`config.mk`:
```
export PLATFORM = sky130hd
export DESIGN_NAME = adder_axi_master
export DESIGN_NICKNAME = d
export VERILOG_FILES = /design/src/rtl/adder_axi_master.sv
export SDC_FILE = /design/constraint.sdc
export NUM_CORES = 1
export LEC_CHECK = 0
export ABC_AREA = 1
export CORE_MARGIN = 2
export CORE_UTILIZATION = 60
export DETAILED_ROUTE_END_ITERATION = 7
export DONT_BUFFER_PORTS = 1
export PLACE_DENSITY = 0.8
export SLEW_MARGIN = 20
export SYNTH_ARGS = -nofsm -noshare
export SYNTH_HDL_FRONTEND = slang
export SYNTH_SLANG_ARGS = --single-unit
```
`constraint.sdc`:
```
create_clock -name ACLK -period 7 [get_ports ACLK]
set_clock_uncertainty 0.05 [all_clocks]
set_input_delay 2.1 -clock ACLK [delete_from_list [all_inputs] [get_ports ACLK]]
set_output_delay 2.1 -clock ACLK [all_outputs]
set_load 0.02 [all_outputs]
```
`src/rtl/adder_axi_master.sv`:
```
// AXI-lite style master: writes two operands to the adder slave,
// reads back the sum, and reports it with a one-cycle done strobe.
module adder_axi_master #(
  parameter int DATA_WIDTH   = 32,
  parameter int ADDRESS_SIZE = 8,
  parameter logic [ADDRESS_SIZE-1:0] ADDR_A   = 8'h00,
  parameter logic [ADDRESS_SIZE-1:0] ADDR_B   = 8'h04,
  parameter logic [ADDRESS_SIZE-1:0] ADDR_SUM = 8'h08
) (
  input  logic                    ACLK,
  input  logic                    ARESET,
  input  logic                    start,
  input  logic [DATA_WIDTH-1:0]   op_a,
  input  logic [DATA_WIDTH-1:0]   op_b,
  output logic                    busy,
  output logic                    done,
  output logic [DATA_WIDTH-1:0]   result,
  output logic                    error,
  output logic [ADDRESS_SIZE-1:0] AWADDR,
  output logic                    AWVALID,
  input  logic                    AWREADY,
  output logic [DATA_WIDTH-1:0]   WDATA,
  output logic                    WSTRB,
  output logic                    WVALID,
  input  logic                    WREADY,
  input  logic                    BRESP,
  input  logic                    BVALID,
  output logic                    BREADY,
  output logic [ADDRESS_SIZE-1:0] ARADDR,
  output logic                    ARVALID,
  input  logic                    ARREADY,
  input  logic [DATA_WIDTH-1:0]   RDATA,
  input  logic                    RRESP,
  input  logic                    RVALID,
  output logic                    RREADY
);

  typedef enum logic [2:0] {
    IDLE, WR_A, RESP_A, WR_B,
    RESP_B, RD_ADDR, RD_DATA, DONE
  } state_t;

  state_t                  state;
  logic [DATA_WIDTH-1:0]   opb;
  logic                    err_acc;
  logic                    aw_ok;
  logic                    w_ok;
  logic                    aw_hs;
  logic                    w_hs;
  logic                    aw_fin;
  logic                    w_fin;

  assign WSTRB  = 1'b1;
  assign aw_hs  = AWVALID & AWREADY;
  assign w_hs   = WVALID & WREADY;
  // AW and W finish independently; either may land first
  assign aw_fin = aw_ok | aw_hs;
  assign w_fin  = w_ok | w_hs;

  always_ff @(posedge ACLK or posedge ARESET) begin
    if (ARESET) begin
      state   <= IDLE;
      opb     <= '0;
      err_acc <= 1'b0;
      aw_ok   <= 1'b0;
      w_ok    <= 1'b0;
      busy    <= 1'b0;
      done    <= 1'b0;
      error   <= 1'b0;
      result  <= '0;
      AWADDR  <= '0;
      AWVALID <= 1'b0;
      WDATA   <= '0;
      WVALID  <= 1'b0;
      BREADY  <= 1'b0;
      ARADDR  <= '0;
      ARVALID <= 1'b0;
      RREADY  <= 1'b0;
    end else begin
      done  <= 1'b0;
      error <= 1'b0;
      unique case (state)
        IDLE: begin
          if (start) begin
            opb     <= op_b;
            err_acc <= 1'b0;
            busy    <= 1'b1;
            AWADDR  <= ADDR_A;
            WDATA   <= op_a;
            AWVALID <= 1'b1;
            WVALID  <= 1'b1;
            aw_ok   <= 1'b0;
            w_ok    <= 1'b0;
            state   <= WR_A;
          end
        end
        WR_A, WR_B: begin
          if (aw_hs) begin
            AWVALID <= 1'b0;
            aw_ok   <= 1'b1;
          end
          if (w_hs) begin
            WVALID <= 1'b0;
            w_ok   <= 1'b1;
          end
          if (aw_fin && w_fin) begin
            BREADY <= 1'b1;
            state  <= (state == WR_A) ? RESP_A : RESP_B;
          end
        end
        RESP_A: begin
          if (BVALID) begin
            BREADY  <= 1'b0;
            err_acc <= err_acc | BRESP;
            AWADDR  <= ADDR_B;
            WDATA   <= opb;
            AWVALID <= 1'b1;
            WVALID  <= 1'b1;
            aw_ok   <= 1'b0;
            w_ok    <= 1'b0;
            state   <= WR_B;
          end
        end
        RESP_B: begin
          if (BVALID) begin
            BREADY  <= 1'b0;
            err_acc <= err_acc | BRESP;
            ARADDR  <= ADDR_SUM;
            ARVALID <= 1'b1;
            state   <= RD_ADDR;
          end
        end
        RD_ADDR: begin
          if (ARREADY) begin
            ARVALID <= 1'b0;
            RREADY  <= 1'b1;
            state   <= RD_DATA;
          end
        end
        RD_DATA: begin
          if (RVALID) begin
            RREADY  <= 1'b0;
            result  <= RDATA;
            err_acc <= err_acc | RRESP;
            error   <= err_acc | RRESP;
            done    <= 1'b1;
            state   <= DONE;
          end
        end
        DONE: begin
          busy  <= 1'b0;
          state <= IDLE;
        end
        default: state <= IDLE;
      endcase
    end
  end

endmodule

```
==> summary.txt <==
Worst Path Buf+Inv = 2
r2r worst-path depth = 7
syn avg cell area = 8.62 um2
hold wc startpoint = w_ok
yosys warns = 0
Chip Height = 96.2 um
Max FO, Critical Path = 38
Starting Density = 62.0%
most common cell after layout, fill and taps aside = nand2_1
Least-Margin Pin Slew = 1.02 ns
crit path time final = 3.53 ns
Crit Path Class = input pin to register
Detail Route Antenna Nets = 0
Setup crit start = BVALID
critical path required time = 7.21 ns
Setup-failing EPs final = 0
Rel. slew slack = 31.6%
Crit path max-delay family = compound AO/OA/AOI/OAI gates
Core ar. = 8220 um2
post-CTS setup repair buffer count = 0
# rows = 33
main area contributors after synthesis = dfrtp_1, nand2_1, mux2_2
Hold Path Class = register to register
CTS Hold Bufs = 0
Tot GR Track Use = 22.2%
CP arrival = 3.74 ns
vias in the first global route = 3359
Leakage = 0.00276 uW
CTS tree = done
Max IR drop VDD = 0.223 mV
distinct cell type count of the synthesized netlist = 25
Clock Pin Slew Worst Setup and Hold Paths = 0.10 ns
Crit. End Element = register
Overflow after GRT = 0
IO buf count = 0
most frequent cells in the layout = nand2_1, dfrtp_1, nand3_1
RSZ-0062 raised after global routing = false
Routability Congestion = 0.908
MaxCap Viol Count = 0
ant diodes = 0
vias post-DR = 3577
Worst Hold Depth = 2
CP Launch Type = input pin
Finished Core Util = 63.4%
nets@finish = 686
Clock Latency Late Sink = 0.36 ns
crit path cell chain = inv_1, o21ai_2, nand2_1, buf_4, o21ai_0
Die Wd = 96.2 um
fmax = 284 MHz
Synth Instances = 591
# resized after CTS = 0
Starting DRT DRC Count = 110
fin crit share = 50.4%
initial antenna violation count = 0
critical path's slowest cell = o21ai_2
final cell count without fillers = 686
area leader, netlist = dfrtp_1
Power, Total = 2620 uW
# IOs = 195
setup TNS = 0 ns
DR WL/cell = 14.8 um
filler cell count = 701
# DRC = 0
placed insts = 670
synthesized flop and latch total = 112
reg2reg setup slack = 4.23 ns
Hold Path Sink = w_ok
largest net degree at the start of global routing = 76
Power Density = 504 nW/um2
first-pass GRT wire length = 15.6 mm
R2R Path End = WDATA[0]
Detail Placement HPWL = 7.46 mm
P&R area growth vs syn = 2.26%
max incr delay on CP = 0.60 ns
post-synthesis cell area = 5090 um2
drt first pass iters = 4
reg2reg start = state[0]
max-slew violations = 0
run status = finished clean
Clock Tree Buf Depth = 2
Root Buffer = clkbuf_8
total CTS buffers = 9
vias per std cell = 5.21
Seq/Total Area, Yosys = 55.0%
die area = 9240 um2
WL final = 10.2 mm
area share of the largest cell type after synthesis = 55.0%
H-tree depth = 3
layout cells sized above 1 = 10.3%
clk sinks = 112
Final Hold Viols = 0
power by group:
part           total (uW)  switching (uW)  leakage, uW  internal (uW)
logic                 849             544      0.00130            305
registers            1390             435      0.00136            950
clock network         389             220     0.000102            170
total                2620            1200      0.00276           1420
synthesized netlist by cell type:
cell and instances:
a21oi_1 8, a21oi_2 9, buf_2 15, buf_4 17, buf_6 7, clkbuf_1 3, conb_1 2, dfrtp_1 112
ha_1 4, inv_1 31, inv_2 3, inv_4 1, mux2_2 18, nand2_1 261, nand2_4 1, nand3_1 31
nand4_1 6, nor2_1 23, nor2_2 1, nor2_4 1, nor3_1 1, o21ai_0 30, o21ai_1 1, o21ai_2 3
or2_2 2
flip-flops by register name, summed over array words and instances (netlist names):
register	flops
state	3
ARADDR	1
WDATA	32
busy	1
w_ok	1
done	1
BREADY	1
AWADDR	1
result	32
error	1
RREADY	1
AWVALID	1
WVALID	1
ARVALID	1
opb	32
err_acc	1
aw_ok	1
worst register-to-register path, delay by kind of cell, from the launching register on:
family | cells | cell delay (ns)
flip-flops | 1 | 0.42
AO/OA/AOI/OAI | 2 | 0.87
adder cells (fa/ha/maj) | 1 | 0.27
AND/OR/NAND/NOR | 2 | 0.61
buffers and inverters | 2 | 0.45
metal layers:
layer  global-route usage [%]  vias to the layer above  share of wire (%)
met5                        0                        -                  0
met4                     6.31                        0                1.3
met3                     9.24                       13                9.6
met2                     35.2                      141                 47
met1                     27.9                     1638                 42
li1                         -                     1785                  -
worst max path at each step:
| stage | end | slack, ns | depth (start not counted) |
|---|---|---|---|
| floorplan | ARADDR[3] | 1.89 | 1 |
| global placement | WDATA[6] | 3.14 | 6 |
| detailed placement | WDATA[11] | 3.08 | 6 |
| CTS | WDATA[0] | 3.46 | 5 |
| global route | WDATA[0] | 3.31 | 5 |
| finish | WDATA[0] | 3.47 | 5 |
stage by stage:
| stage | hold slack, ns | setup WS, ns | cell area, um2 |
|---|---|---|---|
| after global placement | 0.406 | 3.14 | 5010 |
| after detailed placement | 0.415 | 3.08 | 5010 |
| final | 0.441 | 3.47 | 5210 |
| after floorplan | 0.392 | 1.89 | 5140 |
| after CTS | 0.446 | 3.46 | 5210 |
| after global routing | 0.462 | 3.31 | 5210 |
cell families (layout without fill, tap and decap cells):
group                    count (synthesis)  after routing  synth area share (%)
multiplexers                            18             18                  3.98
flip-flops                             112            112                  55.0
adder cells (fa/ha/maj)                  4              4                 0.982
AND/OR/NAND/NOR                        327            327                  25.6
other                                    2             15                 0.147
AO/OA/AOI/OAI                           51             51                  5.89
buffers and inverters                   77             54                  8.37
cell type report:
type / count / area [um2] / area share (%)
Sequential cell: 112 / 2800 / 53.8
Multi-Input combinational cell: 415 / 1920 / 36.8
Inverter: 35 / 136 / 2.62
Tap cell: 105 / 131 / 2.52
Clock buffer: 9 / 124 / 2.38
Clock inverter: 7 / 76.3 / 1.46
Timing Repair Buffer: 3 / 22.5 / 0.432
No activity file was read; power rests on OpenSTA's default activity.
